==> config.mk <==
export PLATFORM = sky130hd
export DESIGN_NAME = seq_alu_flat
export DESIGN_NICKNAME = d
export VERILOG_FILES = /design/src/rtl/seq_alu_if.sv /design/src/rtl/seq_alu.sv /design/src/flat_wrapper.sv
export SDC_FILE = /design/constraint.sdc
export NUM_CORES = 1
export LEC_CHECK = 0
export ABC_AREA = 1
export BUFFER_PORTS_ARGS = -buffer_cell sky130_fd_sc_hd__clkbuf_2
export CAP_MARGIN = 20
export CORE_MARGIN = 4
export CORE_UTILIZATION = 50
export DETAILED_ROUTE_END_ITERATION = 12
export GPL_ROUTABILITY_DRIVEN = 0
export GPL_TIMING_DRIVEN = 0
export PLACE_DENSITY = 0.84
export SETUP_SLACK_MARGIN = 0.2
export SLEW_MARGIN = 20
export SYNTH_ARGS = -nofsm -noshare
export SYNTH_HDL_FRONTEND = slang
export SYNTH_SLANG_ARGS = --single-unit
==> constraint.sdc <==
create_clock -name CLK -period 2.6 [get_ports CLK]
set_input_delay 0.52 -clock CLK [delete_from_list [all_inputs] [get_ports CLK]]
set_output_delay 0.52 -clock CLK [all_outputs]
set_load 0.005 [all_outputs]
==> src/rtl/seq_alu_if.sv <==
`default_nettype none
// ============================================================================
// Module      : seq_alu_if
// Description : Operand/result bundle for the word-serial ALU. The master
//               side issues START/OP/operands; the slave side returns the
//               registered result and the BUSY/DONE status.
//               ZERO is present only when SEQ_ALU_ZERO_FLAG_EN is defined.
// Revision    : 1.0 - initial release
// ============================================================================
interface seq_alu_if #(
    parameter int WIDTH = 8,
    parameter int WORDS = 4
);
    localparam int N = WIDTH * WORDS;

    logic           START;
    logic [3:0]     OP;
    logic           SC_IN;
    logic [N-1:0]   INPUTA;
    logic [N-1:0]   INPUTB;
    logic [N-1:0]   OUT;
    logic           SC_OUT;
    logic           BUSY;
    logic           DONE;
`ifdef SEQ_ALU_ZERO_FLAG_EN
    logic           ZERO;

    modport master (
        output START, OP, SC_IN, INPUTA, INPUTB,
        input  OUT, SC_OUT, BUSY, DONE, ZERO
    );

    modport slave (
        input  START, OP, SC_IN, INPUTA, INPUTB,
        output OUT, SC_OUT, BUSY, DONE, ZERO
    );
`else
    modport master (
        output START, OP, SC_IN, INPUTA, INPUTB,
        input  OUT, SC_OUT, BUSY, DONE
    );

    modport slave (
        input  START, OP, SC_IN, INPUTA, INPUTB,
        output OUT, SC_OUT, BUSY, DONE
    );
`endif
endinterface
`default_nettype wire

==> src/rtl/seq_alu.sv <==
`default_nettype none
// ============================================================================
// Module      : seq_alu
// Description : Word-serial ALU. Operands of WIDTH*WORDS bits are processed
//               one WIDTH-bit word per cycle, LSW first, with a chain bit
//               (carry / shift bit) passed between words.
//               Ops: 0=ADD 1=LSA 2=XOR 3=SUB, others yield zero.
//               Optional: SEQ_ALU_ZERO_FLAG_EN adds the registered ZERO flag.
// Revision    : 1.0 - initial release
// ============================================================================
module seq_alu #(
    parameter int WIDTH = 8,
    parameter int WORDS = 4
) (
    input  wire logic   CLK,
    input  wire logic   RESET_N,
    seq_alu_if.slave    bus
);
    localparam int N  = WIDTH * WORDS;
    localparam int KW = (WORDS > 1) ? $clog2(WORDS) : 1;

    localparam logic [3:0]    c_OP_ADD  = 4'd0;
    localparam logic [3:0]    c_OP_LSA  = 4'd1;
    localparam logic [3:0]    c_OP_XOR  = 4'd2;
    localparam logic [3:0]    c_OP_SUB  = 4'd3;
    localparam logic [KW-1:0] c_K_LAST  = KW'(WORDS - 1);

    typedef enum logic [1:0] {
        S_IDLE = 2'd0,
        S_RUN  = 2'd1,
        S_FIN  = 2'd2
    } state_t;

    state_t             r_state;
    state_t             w_state_nx;
    logic [KW-1:0]      r_k;
    logic               r_c;
    logic [3:0]         r_op;
    // Latched operands shift right one word per cycle so word k is always
    // at the bottom; the result shifts in from the top in the same way.
    logic [N-1:0]       r_a;
    logic [N-1:0]       r_b;
    logic [N-1:0]       r_res;
    logic [N-1:0]       r_out;
    logic               r_sc_out;

    logic [WIDTH-1:0]   w_a_k;
    logic [WIDTH-1:0]   w_b_k;
    logic [WIDTH:0]     w_sum;
    logic [WIDTH-1:0]   w_r_k;
    logic               w_c_nx;
    logic               w_c_init;
    logic [N+WIDTH-1:0] w_res_cat;
    logic [N-1:0]       w_res_nx;
    logic               w_last;
    logic               w_busy;
    logic               w_done;

    assign w_a_k     = r_a[WIDTH-1:0];
    assign w_b_k     = r_b[WIDTH-1:0];
    assign w_res_cat = {w_r_k, r_res};
    assign w_res_nx  = w_res_cat[N+WIDTH-1:WIDTH];
    assign w_last    = (r_k == c_K_LAST);

    // Per-word operation: result word and outgoing chain bit.
    always_comb begin
        w_sum  = '0;
        w_r_k  = '0;
        w_c_nx = 1'b0;
        case (r_op)
            c_OP_ADD: begin
                w_sum  = {1'b0, w_a_k} + {1'b0, w_b_k} + {{WIDTH{1'b0}}, r_c};
                w_r_k  = w_sum[WIDTH-1:0];
                w_c_nx = w_sum[WIDTH];
            end
            c_OP_SUB: begin
                w_sum  = {1'b0, w_a_k} + {1'b0, ~w_b_k} + {{WIDTH{1'b0}}, r_c};
                w_r_k  = w_sum[WIDTH-1:0];
                w_c_nx = w_sum[WIDTH];
            end
            c_OP_LSA: begin
                w_r_k  = {w_a_k[WIDTH-2:0], r_c};
                w_c_nx = w_a_k[WIDTH-1];
            end
            c_OP_XOR: begin
                w_r_k  = w_a_k ^ w_b_k;
                w_c_nx = 1'b0;
            end
            default: begin
                w_r_k  = '0;
                w_c_nx = 1'b0;
            end
        endcase
    end

    // Chain-bit seed chosen from the opcode being launched (SUB seeds the +1
    // of two's complement; XOR and illegal ops keep the chain at zero).
    always_comb begin
        w_c_init = 1'b0;
        case (bus.OP)
            c_OP_ADD, c_OP_LSA: w_c_init = bus.SC_IN;
            c_OP_SUB:           w_c_init = 1'b1;
            default:            w_c_init = 1'b0;
        endcase
    end

    // FSM state register.
    always_ff @(posedge CLK or negedge RESET_N) begin
        if (!RESET_N) begin
            r_state <= S_IDLE;
        end else begin
            r_state <= w_state_nx;
        end
    end

    // FSM next state and status outputs; START is only honoured in IDLE.
    always_comb begin
        w_state_nx = r_state;
        w_busy     = 1'b0;
        w_done     = 1'b0;
        case (r_state)
            S_IDLE: begin
                if (bus.START) begin
                    w_state_nx = S_RUN;
                end
            end
            S_RUN: begin
                w_busy = 1'b1;
                if (w_last) begin
                    w_state_nx = S_FIN;
                end
            end
            S_FIN: begin
                w_busy     = 1'b1;
                w_done     = 1'b1;
                w_state_nx = S_IDLE;
            end
            default: begin
                w_state_nx = S_IDLE;
            end
        endcase
    end

    // Datapath: latch on launch, step one word per RUN cycle, publish the
    // result only on the edge that enters FIN.
    always_ff @(posedge CLK or negedge RESET_N) begin
        if (!RESET_N) begin
            r_k      <= '0;
            r_c      <= 1'b0;
            r_op     <= '0;
            r_a      <= '0;
            r_b      <= '0;
            r_res    <= '0;
            r_out    <= '0;
            r_sc_out <= 1'b0;
        end else begin
            case (r_state)
                S_IDLE: begin
                    if (bus.START) begin
                        r_a   <= bus.INPUTA;
                        r_b   <= bus.INPUTB;
                        r_op  <= bus.OP;
                        r_c   <= w_c_init;
                        r_k   <= '0;
                        r_res <= '0;
                    end
                end
                S_RUN: begin
                    r_a   <= r_a >> WIDTH;
                    r_b   <= r_b >> WIDTH;
                    r_c   <= w_c_nx;
                    r_res <= w_res_nx;
                    r_k   <= r_k + 1'b1;
                    if (w_last) begin
                        r_out    <= w_res_nx;
                        r_sc_out <= w_c_nx;
                    end
                end
                default: begin
                end
            endcase
        end
    end

`ifdef SEQ_ALU_ZERO_FLAG_EN
    logic r_zero;

    // Zero flag captured together with OUT.
    always_ff @(posedge CLK or negedge RESET_N) begin
        if (!RESET_N) begin
            r_zero <= 1'b0;
        end else if ((r_state == S_RUN) && w_last) begin
            r_zero <= (w_res_nx == '0);
        end
    end

    assign bus.ZERO = r_zero;
`endif

    assign bus.OUT    = r_out;
    assign bus.SC_OUT = r_sc_out;
    assign bus.BUSY   = w_busy;
    assign bus.DONE   = w_done;

endmodule
`default_nettype wire

==> src/flat_wrapper.sv <==
// flat-port wrapper written by rule: the top's interface ports become plain ports
module seq_alu_flat 
#(
    parameter int WIDTH = 8,
    parameter int WORDS = 4
)
  (CLK, RESET_N, bus_START, bus_OP, bus_SC_IN, bus_INPUTA, bus_INPUTB, bus_OUT, bus_SC_OUT, bus_BUSY, bus_DONE);
  seq_alu_if #(.WIDTH(WIDTH), .WORDS(WORDS)) bus_i ();
  input  wire logic CLK;
  input  wire logic RESET_N;
  input wire logic [$bits(bus_i.START)-1:0] bus_START;
  input wire logic [$bits(bus_i.OP)-1:0] bus_OP;
  input wire logic [$bits(bus_i.SC_IN)-1:0] bus_SC_IN;
  input wire logic [$bits(bus_i.INPUTA)-1:0] bus_INPUTA;
  input wire logic [$bits(bus_i.INPUTB)-1:0] bus_INPUTB;
  output wire logic [$bits(bus_i.OUT)-1:0] bus_OUT;
  output wire logic [$bits(bus_i.SC_OUT)-1:0] bus_SC_OUT;
  output wire logic [$bits(bus_i.BUSY)-1:0] bus_BUSY;
  output wire logic [$bits(bus_i.DONE)-1:0] bus_DONE;
  assign bus_i.START = bus_START;
  assign bus_i.OP = bus_OP;
  assign bus_i.SC_IN = bus_SC_IN;
  assign bus_i.INPUTA = bus_INPUTA;
  assign bus_i.INPUTB = bus_INPUTB;
  assign bus_OUT = bus_i.OUT;
  assign bus_SC_OUT = bus_i.SC_OUT;
  assign bus_BUSY = bus_i.BUSY;
  assign bus_DONE = bus_i.DONE;
  seq_alu #(.WIDTH(WIDTH), .WORDS(WORDS)) u_core (.CLK(CLK), .RESET_N(RESET_N), .bus(bus_i));
endmodule
==> out/metrics.yaml <==
status: "finished clean"
reg2reg_slack_ns: 0.33
dp.final_hpwl_um: 11700
tightest_slew_ns: 0.580
cap_violations: 0
cts.sinks: 130
reg2reg_to: "u_core.r_c"
drt-initial-drc-count: 495
cts_tree: "yes"
final_max_slew_viol_count: 0
grt.total_usage_pct: 24.2
hp-class: "input port to asynchronous set/reset pin"
peakVddDrop_mv: 0.840
path_class: "flip-flop to flip-flop"
numPortBuffers: 106
nNetsFinal: 990
clkLatencyLatePin_ns: 0.43
r2r-start: "u_core.r_a[0]"
first_pass_iters: 7
slowest_stage: "dfrtp_2"
syn_nets: 864
cts_hold_buf: 0
die_y_um: 120
setup_viol: 0
die-area_mm2: 0.0145
worstPathArrival_ns: 2.58
grt_max_degree: 80
gr-total-overflow: 0
die_x_um: 120
ff2ff_path_depth: 12
critPathTopFamily: "adder cells"
rows: 40
cp_common_cell: "nand2_1"
cpPeakStageDelay_ns: 0.45
dp_cells: 1044
layout_common_cells: "nand2_1, dfrtp_1, clkbuf_2, nor2_1, inv_1"
grt_pass1_vias: 5774
numCtsBuffers: 17
wirelength_um: 16700
post-route-period-util_pct: 87.3
hold_viol: 0
clockBufferDepth: 2
root_buffer: "clkbuf_16"
final_core_util_pct: 63.1
p_leak_nw: 3.97
worstSetupStartpointType: "flip-flop"
pin_count: 107
power.density_mw_per_mm2: 1410
yosysWarnings: 0
antenna_left: 0
drive_gt1_share_pct: 19.6
vias_per_cell: 5.40
antenna_found_initial: 0
path_cells: "fa_1, fa_1, inv_1, o21ai_1, nand3_2, nand2_1, nand2_1, nand2_1, nand2_1, nand2_1, nand2_1, nand2_1"
drc_errors: 0
fin_cells: 1076
seq_area_frac_synth_pct: 51.5
htreeDepth: 4
synth_cell_types: 28
coreArea_mm2: 0.0122
period_minus_slack_ns: 2.27
synth_cells: 769
worstPathMaxFanout: 5
relSlewSlack_pct: 61.3
crit_required_ns: 2.91
insertedDiodeCount: 0
area_growth_pct: 22.0
rsz0062_at_grt: "false"
max_freq_mhz: 441
path_clk_slew_ns: 0.06
synth-seq-cells: 130
synth_area_mm2: 0.00632
wl_per_cell_um: 15.5
timing.hold.ws_ns: 0.0230
final.setup_skew_ns: 0.00950
path_buf_inv: 1
floorplan.initialDensity_pct: 51.7
via_count: 5806
syn_area_per_cell_um2: 8.22
final_common_cell: "nand2_1"
grt_pass1_wl_um: 27600
setup.worst_path.end_class: "flip-flop"
worst max path at each step:
stage,startpoint,end,slack (ns),cells past startpoint
floorplan,u_core.r_b[0],u_core.r_res[28],0.60,11
detailed placement,u_core.r_a[0],u_core.r_c,0.34,12
global placement,RESET_N,u_core.bus.OUT[30],-0.93,1
CTS,u_core.r_a[0],u_core.r_c,0.33,12
finish,u_core.r_a[0],u_core.r_c,0.33,12
global route,u_core.r_b[0],u_core.r_res[28],0.23,11
metrics by stage:
step                      instance area [um2]  TNS, ns  setup WS [ns]  power [mW]
after floorplan                          6320        0          0.603        6.84
after global placement                   7060  -118.32         -0.927        8.09
after detailed placement                 7100        0          0.340        8.27
after CTS                                7710        0          0.330        10.8
after global routing                     7710        0          0.227        11.7
final                                    7710        0          0.331        10.9
cells in the mapped netlist:
library cell	number	area share (%)
a21oi_1	10	0.79
a22o_1	1	0.14
a31oi_1	49	4.9
buf_2	21	1.7
buf_4	2	0.24
clkbuf_1	12	0.71
clkbuf_8	3	0.65
dfrtp_1	130	51
fa_1	4	1.3
ha_1	19	3.8
inv_1	67	4.0
inv_2	4	0.24
mux2_2	1	0.18
nand2_1	257	15
nand2_2	1	0.099
nand3_1	42	3.3
nand3_2	3	0.48
nand3b_1	2	0.24
nand4_1	5	0.50
nor2_1	68	4.0
nor2_2	1	0.099
nor3_1	2	0.16
o21ai_0	39	3.1
o21ai_1	2	0.16
o21ai_4	1	0.26
o21bai_1	1	0.12
o22ai_1	21	2.1
or2_4	1	0.14
power by group:
part	switching [mW]	internal [mW]	leakage, nW
Combinational	3.15	1.76	2.03
Clock	0.902	1.56	0.297
Sequential	0.595	2.93	1.64
Total	4.65	6.25	3.97
cell type report:
| type | instances | area [um2] |
|---|---|---|
| inverters | 71 | 267 |
| repair buffers | 107 | 567 |
| plain buffers | 38 | 206 |
| multi-input cells | 530 | 2590 |
| clock buffers | 20 | 457 |
| well taps | 168 | 210 |
| fillers | 1011 | 4500 |
| clock inverters | 12 | 155 |
| flip-flops and latches | 130 | 3250 |
logic make-up after synthesis:
logic type,count (synthesis),synth area share [%]
simple gates,382,24.3
compound gates,124,11.5
buf+inv,109,7.48
mux,1,0.178
fa+ha+maj,23,5.03
flops,130,51.5
metal layers:
| metal | vias up | wire [um] | global-route usage [%] |
|---|---|---|---|
| met5 | - | 0 | 0 |
| met2 | 250 | 8090 | 40.0 |
| li1 | 2755 | - | - |
| met4 | 0 | 553 | 10.4 |
| met3 | 59 | 1260 | 6.88 |
| met1 | 2742 | 6830 | 29.6 |
state kept, by name, summed over array words and instances (netlist names):
name / cells
u_core.bus.OUT: 32
u_core.r_a: 32
u_core.r_b: 32
u_core.r_res: 24
u_core.r_op: 4
u_core.r_k: 2
u_core.r_state: 2
u_core.bus.SC_OUT: 1
u_core.r_c: 1
what timing repair did:
item / 4_1_cts / 5_1_grt
buffers inserted: 0 / 0
gates resized for setup: 0 / 3
setup endpoints to repair: 0 / 3
Power figures use the tool's default switching activity.
